[config.mk]
export PLATFORM = sky130hd
export DESIGN_NAME = reg_file_ctrl
export DESIGN_NICKNAME = d
export VERILOG_FILES = /design/src/rtl/reg_ctrl_pkg.sv /design/src/rtl/reg_rsp_serializer.sv /design/src/rtl/reg_file_ctrl.sv
export SDC_FILE = /design/constraint.sdc
export NUM_CORES = 1
export LEC_CHECK = 0
export CORE_MARGIN = 10
export CORE_UTILIZATION = 35
export CTS_BUF_LIST = sky130_fd_sc_hd__clkbuf_16
export DETAILED_ROUTE_END_ITERATION = 6
export GPL_TIMING_DRIVEN = 0
export PLACE_DENSITY_LB_ADDON = 0.25
export REMOVE_ABC_BUFFERS = 1
export SYNTH_ARGS = -nofsm -noshare
export SYNTH_HDL_FRONTEND = slang
export SYNTH_HIERARCHICAL = 1
export SYNTH_SLANG_ARGS = --single-unit
export TNS_END_PERCENT = 30
[constraint.sdc]
create_clock -name CLK -period 2.3 [get_ports CLK]
set_input_delay 0.23 -clock CLK [delete_from_list [all_inputs] [get_ports CLK]]
set_output_delay 0.23 -clock CLK [all_outputs]
set_load 0.02 [all_outputs]
[src/rtl/reg_ctrl_pkg.sv]
// Shared types for the register-file command controller: FSM states, operation kind
// and the default frame opcodes.
package reg_ctrl_pkg;

  typedef enum logic [2:0] {
    IDLE,
    GET_ADDR,
    GET_DATA,
    WRITE,
    READ,
    READ_WAIT,
    SEND
  } state_t;

  typedef enum logic {
    WR,
    RD
  } op_t;

  localparam logic [7:0] WR_CMD = 8'hAA;
  localparam logic [7:0] RD_CMD = 8'hBB;

endpackage

[src/rtl/reg_rsp_serializer.sv]
// Parallel-load response serializer: takes one register word and emits it LSB byte
// first on a valid/ready stream, pulsing done on the last handshake.
module reg_rsp_serializer #(
  parameter int DATA_WIDTH = 8,
  parameter int REG_WIDTH  = 16
) (
  input  logic                  CLK,
  input  logic                  RST,
  input  logic                  load,
  input  logic [REG_WIDTH-1:0]  load_data,
  output logic [DATA_WIDTH-1:0] Tx_Data,
  output logic                  Tx_Valid,
  input  logic                  Tx_Ready,
  output logic                  done
);

  localparam int NBYTES = REG_WIDTH / DATA_WIDTH;
  localparam int CNT_W  = (NBYTES > 1) ? $clog2(NBYTES) : 1;
  localparam logic [CNT_W-1:0] LAST_BYTE = CNT_W'(NBYTES - 1);

  logic [REG_WIDTH-1:0] shift_reg;
  logic [CNT_W-1:0]     cnt_reg;
  logic                 valid_reg;
  logic                 handshake;

  assign handshake = valid_reg && Tx_Ready;
  assign done      = handshake && (cnt_reg == LAST_BYTE);
  assign Tx_Data   = shift_reg[DATA_WIDTH-1:0];
  assign Tx_Valid  = valid_reg;

  // Shifting only on a handshake keeps Tx_Data stable under backpressure.
  always_ff @(posedge CLK or posedge RST) begin
    if (RST) begin
      shift_reg <= '0;
      cnt_reg   <= '0;
      valid_reg <= 1'b0;
    end else if (load) begin
      shift_reg <= load_data;
      cnt_reg   <= '0;
      valid_reg <= 1'b1;
    end else if (handshake) begin
      shift_reg <= shift_reg >> DATA_WIDTH;
      cnt_reg   <= cnt_reg + 1'b1;
      if (cnt_reg == LAST_BYTE) begin
        valid_reg <= 1'b0;
      end
    end
  end

endmodule

[src/rtl/reg_file_ctrl.sv]
// Command-frame initiator: decodes write/read frames from the receive byte stream,
// issues one register-file access per frame and streams read results back out.
module reg_file_ctrl #(
  parameter int                    DATA_WIDTH = 8,
  parameter int                    REG_WIDTH  = 16,
  parameter int                    ADDR_WIDTH = 3,
  parameter logic [DATA_WIDTH-1:0] WR_CMD     = reg_ctrl_pkg::WR_CMD,
  parameter logic [DATA_WIDTH-1:0] RD_CMD     = reg_ctrl_pkg::RD_CMD
) (
  input  logic                  CLK,
  input  logic                  RST,
  input  logic [DATA_WIDTH-1:0] Rx_Data,
  input  logic                  Rx_Valid,
  output logic                  Rx_Ready,
  output logic                  RF_WrEn,
  output logic                  RF_RdEn,
  output logic [ADDR_WIDTH-1:0] RF_Address,
  output logic [REG_WIDTH-1:0]  RF_WrData,
  input  logic [REG_WIDTH-1:0]  RF_RdData,
  output logic [DATA_WIDTH-1:0] Tx_Data,
  output logic                  Tx_Valid,
  input  logic                  Tx_Ready,
  output logic                  Cmd_Err,
  output logic                  Busy
);

  import reg_ctrl_pkg::*;

  localparam int NBYTES = REG_WIDTH / DATA_WIDTH;
  localparam int CNT_W  = (NBYTES > 1) ? $clog2(NBYTES) : 1;
  localparam logic [CNT_W-1:0] LAST_BYTE = CNT_W'(NBYTES - 1);

  state_t                state_reg, state_next;
  op_t                   op_reg;
  logic [CNT_W-1:0]      byte_cnt_reg;
  logic [ADDR_WIDTH-1:0] addr_reg;
  logic [REG_WIDTH-1:0]  wr_data_reg;
  logic                  cmd_err_reg;
  logic                  rx_accept;
  logic                  is_wr_cmd;
  logic                  is_rd_cmd;
  logic                  rsp_load;
  logic                  tx_done;

  // Ready is gated by RST so no byte is ever consumed while the block is held in reset.
  assign Rx_Ready  = !RST && ((state_reg == IDLE) || (state_reg == GET_ADDR) ||
                              (state_reg == GET_DATA));
  assign rx_accept = Rx_Valid && Rx_Ready;
  assign is_wr_cmd = (Rx_Data == WR_CMD);
  assign is_rd_cmd = (Rx_Data == RD_CMD);

  assign RF_WrEn    = (state_reg == WRITE);
  assign RF_RdEn    = (state_reg == READ);
  assign RF_Address = addr_reg;
  assign RF_WrData  = wr_data_reg;
  assign Cmd_Err    = cmd_err_reg;
  assign Busy       = (state_reg != IDLE);
  assign rsp_load   = (state_reg == READ_WAIT);

  always_ff @(posedge CLK or posedge RST) begin
    if (RST) begin
      state_reg <= IDLE;
    end else begin
      state_reg <= state_next;
    end
  end

  always_comb begin
    state_next = state_reg;
    case (state_reg)
      IDLE: begin
        if (rx_accept && (is_wr_cmd || is_rd_cmd)) begin
          state_next = GET_ADDR;
        end
      end
      GET_ADDR: begin
        if (rx_accept) begin
          state_next = (op_reg == WR) ? GET_DATA : READ;
        end
      end
      GET_DATA: begin
        if (rx_accept && (byte_cnt_reg == LAST_BYTE)) begin
          state_next = WRITE;
        end
      end
      WRITE:     state_next = IDLE;
      READ:      state_next = READ_WAIT;
      READ_WAIT: state_next = SEND;
      SEND: begin
        if (tx_done) begin
          state_next = IDLE;
        end
      end
      default:   state_next = IDLE;
    endcase
  end

  // Frame datapath; address and write data persist between frames.
  always_ff @(posedge CLK or posedge RST) begin
    if (RST) begin
      op_reg       <= WR;
      byte_cnt_reg <= '0;
      addr_reg     <= '0;
      wr_data_reg  <= '0;
      cmd_err_reg  <= 1'b0;
    end else begin
      cmd_err_reg <= 1'b0;
      case (state_reg)
        IDLE: begin
          byte_cnt_reg <= '0;
          if (rx_accept) begin
            if (is_wr_cmd) begin
              op_reg <= WR;
            end else if (is_rd_cmd) begin
              op_reg <= RD;
            end else begin
              cmd_err_reg <= 1'b1;
            end
          end
        end
        GET_ADDR: begin
          byte_cnt_reg <= '0;
          if (rx_accept) begin
            addr_reg <= Rx_Data[ADDR_WIDTH-1:0];
          end
        end
        GET_DATA: begin
          if (rx_accept) begin
            wr_data_reg[byte_cnt_reg*DATA_WIDTH +: DATA_WIDTH] <= Rx_Data;
            byte_cnt_reg <= byte_cnt_reg + 1'b1;
          end
        end
        default: begin
          byte_cnt_reg <= '0;
        end
      endcase
    end
  end

  reg_rsp_serializer #(
    .DATA_WIDTH (DATA_WIDTH),
    .REG_WIDTH  (REG_WIDTH)
  ) u_rsp_serializer (
    .CLK       (CLK),
    .RST       (RST),
    .load      (rsp_load),
    .load_data (RF_RdData),
    .Tx_Data   (Tx_Data),
    .Tx_Valid  (Tx_Valid),
    .Tx_Ready  (Tx_Ready),
    .done      (tx_done)
  );

endmodule

# Word-level counts from Yosys, hierarchy flattened
# Index checks and enable logic that the tools add are counted.
[word_totals] regBits=43 latchBits=0 ramBits=0 rom_bits=0 in_bits=28 word_cells=69 n_memories=0
[classes] add_sub_neg=3 n_mul=0 div=0 order_cmp=0 n_eq_ne=13 n_shift=2 mux=22 n_bitwise=0 n_reduce_logical=20
[ops] cell="$neg 4->34" count=1
[ops] cell="$shift 8x34->16 const A" count=1
[ops] cell="$shiftx 8x34->16" count=1
[ops] cell="$mux 16" count=2
[ops] cell="$pmux 3 s6" count=1
[ops] cell="$bwmux 16" count=1
[ops] cell="$eq 8x8->1 const B" count=2
[ops] cell="$mux 3" count=5
[ops] cell="$mux 1" count=13
[ops] cell="$eq 3x3->1 const B" count=3
[ops] cell="$eq 3x2->1 const B" count=2
[ops] cell="$logic_and 1x1->1" count=6
[ops] cell="$ne 2x2->1 const B" count=3
[ops] cell="$reduce_and 2->1" count=3
[ops] cell="$reduce_bool 2->1" count=3
[ops] cell="$ne 2x1->1 const B" count=2
[ops] cell="$reduce_and 4->1" count=1
[ops] cell="$eq 3x1->1 const B" count=1
[ops] cell="$logic_not 3->1" count=1
[ops] cell="$logic_or 1x1->1" count=3
[ops] cell="$reduce_and 3->1" count=1
[ops] cell="$reduce_bool 3->1" count=1
[ops] cell="$add 1x1->1 const B" count=2
[ops] cell="$logic_not 1->1" count=1

# Depth between registers and ports, before layout
[depth] ltp_word=8 mapped_depth=7 depth_no_buf=4

# Modules after synthesis
# The synthesis kept the hierarchy.
[by_module_without_submodules] module="reg_file_ctrl" n_inst=1 cells_per_inst=88 area_each_um2=1159.9
[by_module_without_submodules] module="reg_rsp_serializer" n_inst=1 cells_per_inst=97 area_each_um2=944.7

# Worst setup path before layout
# No wires, ideal clock.
[synth_timing] path_kind="flip-flop to flip-flop" start="reg state_reg[1]" end="reg wr_data_reg[10] (netlist: RF_WrData[10])" setup_time_ns=0.125 arrival_ns=1.580 required_ns=2.175 setup_slack_ns=0.595 stages_incl_launch_ff=6 path_buffers=2 period_less_slack_ns=1.705 path_cell_list="dfrtp_1 buf_6 or3b_1 or3_1 buf_6 mux2_4"
[synth_via] elab_chain_cells=6 elab_cells_between_ends=8
[synth_lines] item="start: declaration" line="reg_file_ctrl.sv:33" source="state_t state_reg, state_next;"
[synth_lines] item="start signal: assignment" line="reg_file_ctrl.sv:64" source="state_reg <= state_next;"
[synth_lines] item="$eq 3x1->1 / $logic_not 3->1 (equally long branches)" line="reg_file_ctrl.sv:46" source="assign Rx_Ready = !RST && ((state_reg == IDLE) || (state_reg == GET_ADDR) ||"
[synth_lines] item="$logic_or 1x1->1 (2 in series)" line="reg_file_ctrl.sv:46"
[synth_lines] item="$logic_and 1x1->1" line="reg_file_ctrl.sv:46"
[synth_lines] item="$logic_and 1x1->1" line="reg_file_ctrl.sv:48" source="assign rx_accept = Rx_Valid && Rx_Ready;"
[synth_lines] item="$reduce_and 2->1 (no source line) *"
[synth_lines] item="end signal: indexed assignment" line="reg_file_ctrl.sv:129" source="wr_data_reg[byte_cnt_reg*DATA_WIDTH +: DATA_WIDTH] <= Rx_Data;"
[synth_lines] item="end: declaration" line="reg_file_ctrl.sv:37" source="logic [REG_WIDTH-1:0] wr_data_reg;"
# Mark *: on every way between the ends. The rest lies on a longest branch, timed or not.
# A chain may end at the register's enable or synchronous reset.

# Final worst setup path
[layout_timing] start="reg state_reg[1]" end="out Busy"
[layout_via] elab_chain_cells=1
[layout_lines] item="$reduce_bool 3->1" line="reg_file_ctrl.sv:57" source="assign Busy = (state_reg != IDLE);"
[layout_lines] item="end: declaration" line="reg_file_ctrl.sv:24" source="output logic Busy"
# No other way between the ends.

==> results.yml <==
sta:
  tightest_slew_ns: 0.914
  fmax_ghz: 0.490
  setup_tns_ns: 0
  slew_viol_final: 0
  skew_ns: 0.00163
  rsz0062_at_grt: "no"
  layout_setup_ws_ns: 0.259
  holdWs_ns: 0.501
  finalSetupViolCount: 0
  finalCritPeriodShare_pct: 88.8
  hold_viol: 0
  post-route-min-period_ns: 2.04
  slew_headroom_pct: 39.0
cells_and_area:
  final_common_cell: "clkdlybuf4s50_1"
  synthToLayoutAreaGrowth_pct: 32.9
  fillers: 572
  multiInputGateArea_sq_um: 841
  regArea_sq_um: 1080
  drive_gt1_share_pct: 13.7
  fin_area_sq_um: 2800
  n_antenna_cell: 0
  final_nets: 261
  most-common-layout-cells: "clkdlybuf4s50_1, dfrtp_1, nand2_1, inv_1, mux2_2"
floorplan:
  initial_utilization_pct: 35.8
  rows: 28
  fp.dieH_microns: 97.5
  die_area_sq_um: 9510
  dieWidth_microns: 97.5
  core_area_sq_um: 5890
  io_pins: 61
run:
  maxCapViolCount: 0
worst_hold_path:
  hp-class: "reg -> reg"
yosys:
  yosysTopAreaCell: "dfrtp_1"
  syn-cell-area_sq_um: 2100
  yosysSeqAreaShare_pct: 51.1
  yosys_warnings: 6
  synthCells: 185
  synth_top_area_share_pct: 51.1
  async_flop_share_pct: 100
  synth_area_leaders: "dfrtp_1, mux2_2, mux2_4"
  synth.distinct_cells: 40
  syn_area_per_cell_sq_um: 11.4
  synth_edf_count: 0
  synthFlopType: "dfrtp_1"
  synth_seq_cells: 43
critical_path:
  path_buf_inv: 1
  required_ns: 2.07
  cp_top_family: "buffers and inverters"
  cp-start-kind: "register"
  crit_path_end_kind: "primary output"
  crit_type: "reg -> out"
  path_cells: "or3_2, clkdlybuf4s50_1"
  arrival_ns: 1.81
  cp_slowest_cell: "clkdlybuf4s50_1"
  cp_max_fo: 10
  rrSetupSlack_ns: 0.29
  cpPeakStageDelay_ns: 0.55
global_route:
  grt_antenna_before_repair: 0
  grt-ovfl-total: 0
  grt_pass1_vias: 1582
  grt_max_degree: 43
  grt_pass1_wl_microns: 7900
  track_usage_pct: 9.75
placed_design:
  dp_hpwl_microns: 3360
  numPortBuffers: 60
  gp_congestion: 0.721
  placed_cell_area_sq_um: 2660
  preCtsSetupSlack_ns: 0.0632
pwr:
  combPwrFrac_pct: 41.3
  power_frac_seq_pct: 38.8
  p_int_mw: 2.11
  vdd_drop_max_v: 0.000512
  p_sw_mw: 1.13
  p_per_area_nw_per_um2: 1160
  clkPwrFrac_pct: 19.9
  leakagePower_nw: 1.19
  swShare_pct: 34.8
  p_total_mw: 3.24
route:
  drt_iter0_markers: 34
  via_per_inst: 4.84
  vias: 1491
  antenna_left: 0
  wl_per_cell_microns: 14.9
  first_pass_iters: 4
  route.detailed.drc: 0
  wirelength_microns: 4600
cts:
  cts_buffer_depth: 2
  cts_htree_levels: 2
  cts_made_buffers: 5
  holdBufCountCts: 0
  clk_latency_ns: 0.27
  clock-sinks: 43
  tritoncts: "yes"
  cts_root_buffer: "clkbuf_16"
  clk_pin_slew_worst_paths_ns: 0.06
run_status:
  status: "complete, no violations"
layer usage:
| metal | GRT usage, % | vias to the layer above | wire (microns) |
|---|---|---|---|
| met2 | 15.2 | 45 | 2100 |
| li1 | - | 732 | - |
| met3 | 4.05 | 2 | 318 |
| met5 | 0 | - | 0 |
| met1 | 12.0 | 712 | 2170 |
| met4 | 2.57 | 0 | 15 |
layout make-up:
class | instances | area share [%]
sequential | 43 | 38.5
tap | 75 | 3.35
clock buffer | 5 | 4.47
inverter | 14 | 1.88
timing repair buffer | 60 | 21.5
clock inverter | 2 | 0.313
multi-input combinational | 109 | 30.1
cells in the mapped netlist (2+ instances only):
cell	n
nor2b_1	3
nand2_1	19
dfrtp_1	43
nand4_1	2
nand4b_1	9
buf_2	4
o21ai_0	8
o311ai_2	2
buf_6	3
a21o_1	2
buf_4	10
and3_1	2
a21oi_1	3
inv_1	14
mux2_4	8
mux2_2	11
o311ai_1	6
xnor2_1	2
and2_1	2
clkbuf_1	2
nor2_1	3
nand2b_1	9
path summary, 6_finish.rpt:
| kind | endpoint | cells past startpoint | from |
|---|---|---|---|
| worst max-delay path | Busy | 2 | state_reg[1] |
| worst min-delay path | RF_Address[0] | 1 | RF_Address[0] |
| worst max register to register | RF_WrData[10] | 3 | state_reg[0] |
| worst min register to register | RF_Address[0] | 1 | RF_Address[0] |
| max in group asynchronous | RF_WrData[1] | 2 | RST |
| min in group asynchronous | u_rsp_serializer/shift_reg[2] | 2 | RST |
kinds of logic (layout without fill, tap and decap cells):
family / Yosys count / in the layout / share of synthesized area (%)
flip-flops: 43 / 43 / 51.1
XOR/XNOR: 2 / 2 / 0.832
AO/OA/AOI/OAI: 29 / 29 / 10.5
buffers and inverters: 33 / 81 / 8.98
multiplexers: 19 / 19 / 11.6
AND/OR/NAND/NOR: 59 / 59 / 16.9
per-stage QoR:
stage	std cells	utilization, %
floorplan	166	-
global placement	301	45.2
detailed placement	301	45.2
CTS	308	47.5
global route	308	47.5
finish	308	47.5
power groups by stage:
stage	Sequential (mW)	Combinational, mW	Clock (mW)
floorplan	1.43	0.580	0
global placement	1.26	1.34	0
detailed placement	1.27	1.37	0
CTS	1.26	1.37	0.673
global route	1.31	1.47	0.703
finish	1.26	1.34	0.646
repair_timing:
item	4_1_cts	5_1_grt
gates resized for setup	0	1
setup buffers	0	0
setup endpoints to repair	0	16
Note: power is estimated with default switching activity, not from simulation.
